## config.mk

```make
export PLATFORM = sky130hd
export DESIGN_NAME = modulator_mpsk
export DESIGN_NICKNAME = d
export VERILOG_FILES = /design/src/rtl/modulator_mpsk.sv
export SDC_FILE = /design/constraint.sdc
export NUM_CORES = 1
export LEC_CHECK = 0
export CAP_MARGIN = 5
export CORE_MARGIN = 2
export CORE_UTILIZATION = 45
export CTS_BUF_LIST = sky130_fd_sc_hd__clkbuf_4
export DETAILED_ROUTE_END_ITERATION = 6
export DONT_BUFFER_PORTS = 1
export HOLD_SLACK_MARGIN = 0.02
export PLACE_DENSITY = 0.71
export SLEW_MARGIN = 30
export SYNTH_ARGS = -nofsm -noshare
export SYNTH_HDL_FRONTEND = slang
export SYNTH_SLANG_ARGS = --single-unit
```

## constraint.sdc

```tcl
create_clock -name clk -period 2.2 [get_ports clk]
set_clock_uncertainty 0.15 [all_clocks]
set_input_delay 0.33 -clock clk [delete_from_list [all_inputs] [get_ports clk]]
set_output_delay 0.33 -clock clk [all_outputs]
set_load 0.01 [all_outputs]
```

## src/rtl/modulator_mpsk.sv

```systemverilog
// M-ary PSK symbol mapper: pops words from a FWFT FIFO, slices each into
// k-bit symbols, optionally Gray-maps and differentially encodes them, and
// holds each resulting phase index for CLKS_PER_SYMBOL enabled clocks.
module modulator_mpsk #(
    parameter int SAMPLE_WIDTH    = 8,
    parameter int BITS_PER_SYMBOL = 2,
    parameter int CLKS_PER_SYMBOL = 4
) (
    input  logic                       clk,
    input  logic                       rst,
    input  logic                       enable,
    input  logic [SAMPLE_WIDTH-1:0]    sample,
    input  logic                       empty,
    output logic                       read,
    input  logic                       msb_first,
    input  logic                       gray_en,
    input  logic                       diff_en,
    output logic [BITS_PER_SYMBOL-1:0] phase,
    output logic                       symbol_strobe,
    output logic                       busy,
    output logic                       underrun
);

    localparam int W  = SAMPLE_WIDTH;
    localparam int K  = BITS_PER_SYMBOL;
    localparam int N  = SAMPLE_WIDTH / BITS_PER_SYMBOL;
    localparam int CW = (CLKS_PER_SYMBOL > 1) ? $clog2(CLKS_PER_SYMBOL) : 1;
    localparam int SW = (N > 1) ? $clog2(N) : 1;

    localparam logic [CW-1:0] CLK_LAST = CW'(CLKS_PER_SYMBOL - 1);
    localparam logic [SW-1:0] SYM_LAST = SW'(N - 1);

    typedef enum logic [0:0] {
        IDLE = 1'b0,
        RUN  = 1'b1
    } state_t;

    state_t        state, state_next;
    logic [W-1:0]  shreg, shreg_next, shreg_shifted;
    logic [CW-1:0] clk_cnt, clk_next;
    logic [SW-1:0] sym_cnt, sym_next;
    logic [K-1:0]  acc, acc_next;
    logic [K-1:0]  phase_next;
    logic          msb_q, gray_q, diff_q;
    logic          msb_next, gray_next, diff_next;
    logic          read_next, strobe_next, underrun_next;
    logic          load, advance;

    // Current symbol of a word for the given bit order.
    function automatic logic [K-1:0] pick(input logic [W-1:0] word, input logic msb);
        return msb ? word[W-1 -: K] : word[K-1:0];
    endfunction

    // Gray mapping followed by optional differential accumulation.
    function automatic logic [K-1:0] map_symbol(input logic [K-1:0] s,
                                                input logic gray,
                                                input logic diff,
                                                input logic [K-1:0] prev);
        logic [K-1:0] g;
        g = gray ? (s ^ (s >> 1)) : s;
        return diff ? (prev + g) : g;
    endfunction

    // Busy is a pure decode of the state register.
    assign busy = (state == RUN);

    // Next-state, counter, shift-register and output computation.
    always_comb begin
        state_next    = state;
        shreg_next    = shreg;
        clk_next      = clk_cnt;
        sym_next      = sym_cnt;
        acc_next      = acc;
        phase_next    = phase;
        msb_next      = msb_q;
        gray_next     = gray_q;
        diff_next     = diff_q;
        read_next     = 1'b0;
        strobe_next   = 1'b0;
        underrun_next = 1'b0;
        load          = 1'b0;
        advance       = 1'b0;
        shreg_shifted = msb_q ? (shreg << K) : (shreg >> K);

        if (enable) begin
            case (state)
                IDLE: begin
                    if (!empty) begin
                        load = 1'b1;
                    end
                end
                RUN: begin
                    if (clk_cnt != CLK_LAST) begin
                        clk_next = clk_cnt + 1'b1;
                    end else if (sym_cnt != SYM_LAST) begin
                        advance = 1'b1;
                    end else if (!empty) begin
                        load = 1'b1;
                    end else begin
                        state_next    = IDLE;
                        underrun_next = 1'b1;
                    end
                end
                default: begin
                    state_next = IDLE;
                end
            endcase
        end

        // Loading uses the live mode inputs; they are frozen for the word.
        if (load) begin
            state_next  = RUN;
            read_next   = 1'b1;
            strobe_next = 1'b1;
            shreg_next  = sample;
            clk_next    = '0;
            sym_next    = '0;
            msb_next    = msb_first;
            gray_next   = gray_en;
            diff_next   = diff_en;
            phase_next  = map_symbol(pick(sample, msb_first), gray_en, diff_en, acc);
            acc_next    = phase_next;
        end

        if (advance) begin
            strobe_next = 1'b1;
            shreg_next  = shreg_shifted;
            clk_next    = '0;
            sym_next    = sym_cnt + 1'b1;
            phase_next  = map_symbol(pick(shreg_shifted, msb_q), gray_q, diff_q, acc);
            acc_next    = phase_next;
        end
    end

    // State and datapath registers with asynchronous reset.
    always_ff @(posedge clk or posedge rst) begin
        if (rst) begin
            state         <= IDLE;
            shreg         <= '0;
            clk_cnt       <= '0;
            sym_cnt       <= '0;
            acc           <= '0;
            phase         <= '0;
            msb_q         <= 1'b0;
            gray_q        <= 1'b0;
            diff_q        <= 1'b0;
            read          <= 1'b0;
            symbol_strobe <= 1'b0;
            underrun      <= 1'b0;
        end else begin
            state         <= state_next;
            shreg         <= shreg_next;
            clk_cnt       <= clk_next;
            sym_cnt       <= sym_next;
            acc           <= acc_next;
            phase         <= phase_next;
            msb_q         <= msb_next;
            gray_q        <= gray_next;
            diff_q        <= diff_next;
            read          <= read_next;
            symbol_strobe <= strobe_next;
            underrun      <= underrun_next;
        end
    end

endmodule

```

* Word level (Yosys, flattened, before mapping)
Index checks and enable logic that the tools add are counted.
** Storage, ports and cells
- Register bits after elaboration :: 21
- Input bits :: 15
- Word-level logic and storage cells :: 65
- Output and inout port bits :: 6
** Cells by class
- Reductions and logical operators :: 6
- Add/sub/neg operators :: 4
- Bitwise logic cells :: 3
- Muxes and demuxes :: 39
- Eq/ne operators :: 2
** Operators by type and width (number)
- $mux W2 :: 15
- $mux W8 :: 3
- $mux W1 :: 20
- $reduce_bool A3 Y1 :: 3
- $add A2 B1 Y2 const B :: 2
- $add A2 B2 Y2 :: 2
- $ne A2 B2 Y1 const B :: 2
- $reduce_bool A2 Y1 :: 2
- $xor A2 B1 Y2 :: 2
- $reduce_and A3 Y1 :: 1
- $pmux W1 S2 :: 1
- $not A1 Y1 :: 1

* Depth between registers and ports, before layout
Gate-level depths: netlist of run 1.
- Word-level depth :: 7
- Depth in mapped cells :: 9
- Depth with buffers taken out :: 8

* Worst setup path after synthesis of run 1
No wires, ideal clock.
- Kind :: register to register
- Start :: register gray_q
- End :: register acc[1]
- Path slack :: 0.411 ns
- Arrival time :: 1.515 ns
- Stages on the path, launching flop included :: 9
- Buffers on the path :: 0
- Data required time :: 1.925 ns
- Path through :: dfrtp_1 -> and3b_1 -> o21ai_0 -> nand2_1 -> ha_1 -> xor2_1 -> a21o_1 -> a21oi_1 -> o31ai_1
** On the way
- Cells in the longest elaborated chain, start to end :: 4
** RTL lines
- start, declared :: line 44 : logic msb_q, gray_q, diff_q;
- start signal, assigned :: line 158 : gray_q <= gray_next;
- $mux W2 * :: line 60 : g = gray ? (s ^ (s >> 1)) : s;
- $add A2 B2 Y2 :: line 61 : return diff ? (prev + g) : g;
- $mux W2 * :: line 61
- $mux W2 * :: line 125 : if (advance) begin
- end signal, assigned :: line 155 : acc <= acc_next;
- end, declared :: line 42 : logic [K-1:0] acc, acc_next;
Every way passes the cells marked *; elsewhere a longest branch is shown, timed or not.
A chain may end at the register's enable or synchronous reset.

* Worst setup path after layout of run 1
- Start :: register shreg[3]
- End :: register acc[1]
** On the way
- Cells in the longest elaborated chain, start to end :: 7
** RTL lines
- start, declared :: line 39 : logic [W-1:0] shreg, shreg_next, shreg_shifted;
- start signal, assigned :: line 152 : shreg <= shreg_next;
- $mux W8 * :: line 83 : shreg_shifted = msb_q ? (shreg << K) : (shreg >> K);
- $mux W2 * :: line 51 : return msb ? word[W-1 -: K] : word[K-1:0];
- $xor A2 B1 Y2 :: line 60
- $mux W2 * :: line 60
- $add A2 B2 Y2 :: line 61
- $mux W2 * :: line 61
- $mux W2 * :: line 125
Marks and branches as above.

==> impl_metrics.ini, run 1 <==
[route]
drcViolationCount = 0
viasPerCell = 5.890
first_pass_iters = 4
ant_nets = 0
drt-initial-drc-count = 8
wl_um = 2376
num_vias = 907
wire_per_inst_um = 15.43

[final_layout]
fin_area_um2 = 1301
fin_cells = 154
final_common_cell = dfrtp_1
antenna-diode-count = 0
area_growth_pct = 10.64
drive_gt1_share_pct = 12.10
final_cell_mix = dfrtp_1, a21oi_1, nand2_1
nNetsFinal = 144

[cts]
clk_pin_slew_worst_paths_ns = 0.11
insertion_delay_ns = 0.31
clock_sinks = 21
cts_resized = 0
cts_root_buf = clkbuf_4
cts_hold_buffers = 6
cts_tree = yes
post_cts_buffers = 0
cts.htree.levels = 1
cts_buffers = 3
cts_max_path_buffers = 2

[place]
place_ws_ns = 0.2638
port_buffers = 0
gp_congestion = 0.7845
placed_area_um2 = 1211
placed_cells = 144
dp_hpwl_um = 1685

[synthesis]
synth_warnings = 0
synthDistinctLibCells = 33
synth_top_cell_by_area = dfrtp_1
synth_flop_cell = dfrtp_1
synth_area_um2 = 1176
ys_ff_latch = 21
synth_xor_area_share_pct = 2.979
yosys.area.top_type_share_pct = 44.68
synth_edf_count = 0
synth-compound-area-share_pct = 18.72
async_reset_ff_share_pct = 100.0
postSynthAreaPerCell_um2 = 10.23
synth_mux_area_share_pct = 11.49
synth_top_cells_by_area = dfrtp_1, mux2i_1, a21oi_1
synth_fp_nets = 134
synth_simple_gate_area_share_pct = 14.15
yosys.area_share.adder_pct = 4.255
netlist_instances = 115
ys_seq_area_share_pct = 44.68
synth_top_family_by_area = compound AO/OA/AOI/OAI gates

[pwr]
leakagePower_nw = 0.5773
powerDensity_nw_per_um2 = 1140
p_total_mw = 1.483
ir_drop_v = 0.0004975

[critical_path]
timing_worst_setup_path_type = register to register
crit_required_ns = 2.25
start_kind = register
endpoint_kind = register
arrival_ns = 2.01
cp_max_fo = 6

[die]
die_width_um = 55.13
coreArea_um2 = 2477
ioPinCount = 21
rows = 18
die_h_um = 55.13
die_area_um2 = 3039
initial_core_util_pct = 47.47

[global_routing]
grt_pass1_vias = 871
antenna_found_initial = 0
grt_usage_pct = 18.08
grt_remaining_overflow = 0
grt_max_degree = 22
grt_first_pass_wirelength_um = 3843

[sta]
fmax_mhz = 512.5
grt_setup_unrepaired = no
worst_pin_slew_ns = 0.7916
period_needed_ns = 1.951
fin_setup_tns_ns = 0
fin_ws_ns = 0.2486
setup_viol = 0
hold_viol = 0
relSlewSlack_pct = 47.17
final_max_slew_viol_count = 0
period_share_pct = 88.70

[status]
status = finished, final reports clean

[flow_run]
cap_violations = 0

[min_path]
min_path_type = primary input to register
-- power by group --
part           internal, mW  switching [mW]  total [mW]
registers             0.541           0.174       0.715
logic                 0.294           0.273       0.567
clock network        0.0832           0.118       0.201
-- worst paths after layout --
check                                start         end  slack [ns]  cells after the start
worst max register to register    shreg[3]      acc[1]        0.25                      8
max in group asynchronous              rst      acc[0]        0.97                      2
worst min register to register  sym_cnt[0]  sym_cnt[0]        0.36                      1
min in group asynchronous              rst  sym_cnt[1]        0.44                      2
worst max-delay path              shreg[3]      acc[1]        0.25                      8
worst min-delay path                enable        busy        0.06                      3
-- critical path, stage by stage (launching register included) --
cell	delay, ns
dfrtp_1	0.47
and3b_1	0.19
o21ai_0	0.21
nand2_1	0.08
ha_1	0.19
xor2_1	0.15
a21o_1	0.18
a21oi_1	0.14
o31ai_1	0.08
-- state kept, by name (all words and copies together) (netlist names) --
signal	flops
acc	2
symbol_strobe	1
underrun	1
read	1
sym_cnt	2
msb_q	1
clk_cnt	2
shreg	8
busy	1
gray_q	1
diff_q	1
-- per-stage QoR --
stage | hold slack (ns) | utilization (%)
6_report | 0.06296 | 52.53
5_1_grt | 0.06302 | 52.53
4_1_cts | 0.05671 | 52.53
3_5_place_dp | 0.2674 | 48.89
3_3_place_gp | 0.2606 | 48.89
2_1_floorplan | 0.1565 | -
-- kinds of logic (layout without fill, tap and decap cells) --
logic type | count (synthesis) | after routing
DFF | 21 | 21
muxes | 13 | 13
AOI/OAI and AO/OA | 34 | 34
and+or+nand+nor | 30 | 30
xor gates and xnor gates | 4 | 4
adders and majority gates | 4 | 4
buffers and inverters | 9 | 18
-- cell usage after synthesis (all sizes together) (4+ instances only) --
| cell | instances |
|---|---|
| a211oi | 4 |
| nand2 | 10 |
| nand3 | 8 |
| mux2 | 4 |
| dfrtp | 21 |
| mux2i | 9 |
| inv | 5 |
| o21ai | 8 |
| xor2 | 4 |
| ha | 4 |
| a21oi | 10 |
-- final cells by class --
cell class	count	area, um^2
Timing Repair Buffer	9	82.58
Multi-Input combinational cell	85	606.8
Sequential cell	21	525.5
Fill cell	225	1176
Tap cell	30	37.54
Inverter	5	18.77
Clock buffer	4	30.03
-- metal layers --
metal / global-route usage (%) / wire [um] / vias up
met1: 22.24 / 1015 / 453
met5: 0 / 0 / -
met2: 29.96 / 1189 / 15
met3: 3.495 / 98 / 7
met4: 9.350 / 72 / 0
li1: - / - / 432
No activity file was read; power rests on OpenSTA's default activity.
==> inputs of run 2 (changes only) <==
--- a/config.mk
+++ b/config.mk
@@ -11,7 +11,7 @@
 export CTS_BUF_LIST = sky130_fd_sc_hd__clkbuf_4
 export DETAILED_ROUTE_END_ITERATION = 6
 export DONT_BUFFER_PORTS = 1
-export HOLD_SLACK_MARGIN = 0.02
+export HOLD_SLACK_MARGIN = 0.1
 export PLACE_DENSITY = 0.71
 export SLEW_MARGIN = 30
 export SYNTH_ARGS = -nofsm -noshare
==> run 2 against run 1 <==
  * Die area unchanged
  * Worst setup slack got worse by 0.00062 ns
  * Core utilization increased by 2.8 points
  * Register-to-register slack about the same
  * Via count increased by 2.1%
  * Clock power about the same
  * Combinational power increased by 2%
  * Power increased by 0.51%
  * Fmax about the same
  * Cell area increased by 5.4%
  * Non-clock buffer count increased by 7
  * Count of clock-buffer cells in the layout unchanged
==> impl_metrics.ini, run 2 (synthesized netlist as in run 1, its figures left out) <==
[global_routing]
grt_usage_pct = 18.82
grt_use_met1_pct = 22.92
grt_pass1_vias = 903
grt_remaining_overflow = 0
busiest_layer = met2
grt_first_pass_wirelength_um = 3988
grt_max_degree = 22
grtUsageMet2_pct = 32.34
gr-usage-met3_pct = 2.957
antenna_found_initial = 0

[die]
ioPinCount = 21
rows = 18
initial_core_util_pct = 47.47
coreArea_um2 = 2477
die_h_um = 55.13
die_width_um = 55.13
die_area_um2 = 3039

[cts]
insertion_delay_ns = 0.30
clk_pin_slew_worst_paths_ns = 0.12
cts.htree.levels = 1
post_cts_buffers = 0
cts_resized = 0
cts_max_path_buffers = 2
clock_sinks = 21
cts_buffers = 3
cts_tree = yes
cts_hold_buffers = 13
cts_root_buf = clkbuf_4

[critical_path]
start_kind = register
critical_path.top_delay_family = compound AO/OA/AOI/OAI gates
slowest_delay_ns = 0.46
reg2reg_depth = 8
endpoint_kind = register
worstPathCellList = and3b_1 -> o21ai_0 -> nand2_1 -> ha_1 -> xor2_1 -> a21o_1 -> a21oi_1 -> o31ai_1
cp_max_fo = 6
timing_worst_setup_path_type = register to register
cp_num_buf_inv = 0
worstSetupPathDepth = 8
slowest_stage = dfrtp_1
crit_required_ns = 2.25
arrival_ns = 2.00

[sta]
grt_setup_unrepaired = no
hold_viol = 0
worst_pin_slew_ns = 0.7960
fmax_mhz = 512.3
setup_viol = 0
relSlewSlack_pct = 46.88
period_needed_ns = 1.952
period_share_pct = 88.73
final_max_slew_viol_count = 0
holdWs_ns = 0.1036
fin_setup_tns_ns = 0

[route]
drt-initial-drc-count = 10
viasPerCell = 5.752
wl_um = 2439
wire_per_inst_um = 15.15
drcViolationCount = 0
first_pass_iters = 4
num_vias = 926
ant_nets = 0

[pwr]
p_total_mw = 1.490
powerDensity_nw_per_um2 = 1087
ir_drop_v = 0.0004957
leakagePower_nw = 0.6066

[place]
gp_congestion = 0.7845
dp_hpwl_um = 1685
port_buffers = 0
placed_area_um2 = 1211
placed_cells = 144

[final_layout]
nNetsFinal = 151
fin_area_um2 = 1371
final_common_cell = dfrtp_1
fillers = 217
antenna-diode-count = 0
largest_reg_flops = 8
fin_cells = 161
area_growth_pct = 16.60
final_cell_mix = dfrtp_1, dlygate4sd3_1, a21oi_1, nand2_1, mux2i_1
regMostFlops = shreg
drive_gt1_share_pct = 11.45

[status]
status = finished, final reports clean

[flow_run]
cap_violations = 0

[min_path]
worstHoldPathCells = 2
min_path_type = primary input to register
-- run 2: changes by cell type in the layout (fill, tap and decap cells not counted) --
cell and delta:
dlygate4sd3_1 +7
-- run 2: path summary, 6_finish.rpt --
check | from | endpoint | slack, ns
worst min-delay path | sample[0] | shreg[0] | 0.10
worst max-delay path | shreg[3] | acc[1] | 0.25
max in group asynchronous | rst | underrun | 0.95
min in group asynchronous | rst | shreg[1] | 0.45
worst min register to register | sym_cnt[0] | sym_cnt[0] | 0.36
worst max register to register | shreg[3] | acc[1] | 0.25
-- run 2: final cells by class --
class / instances / area (um^2) / share of cell area, %
timing repair buffer: 16 / 152.6 / 11.13
multi-input combinational: 85 / 606.8 / 44.25
tap: 30 / 37.54 / 2.737
clock buffer: 4 / 30.03 / 2.190
inverter: 5 / 18.77 / 1.369
sequential: 21 / 525.5 / 38.32
-- run 2: report_power, final --
group | internal (mW) | total (mW) | switching (mW)
combinational | 0.302 | 0.577 | 0.275
clock | 0.0830 | 0.198 | 0.115
sequential | 0.541 | 0.715 | 0.174
-- run 2: through the flow --
stage               setup slack, ns  utilization (%)
floorplan                    0.4106                -
global placement             0.2834            48.89
detailed placement           0.2638            48.89
CTS                          0.2490            55.35
global route                0.02184            55.35
finish                       0.2480            55.35
-- run 2: layer usage --
metal	vias up	part of all wire, %
li1	447	-
met1	462	43
met2	11	51
met3	6	3.4
met4	0	2.1
met5	-	0
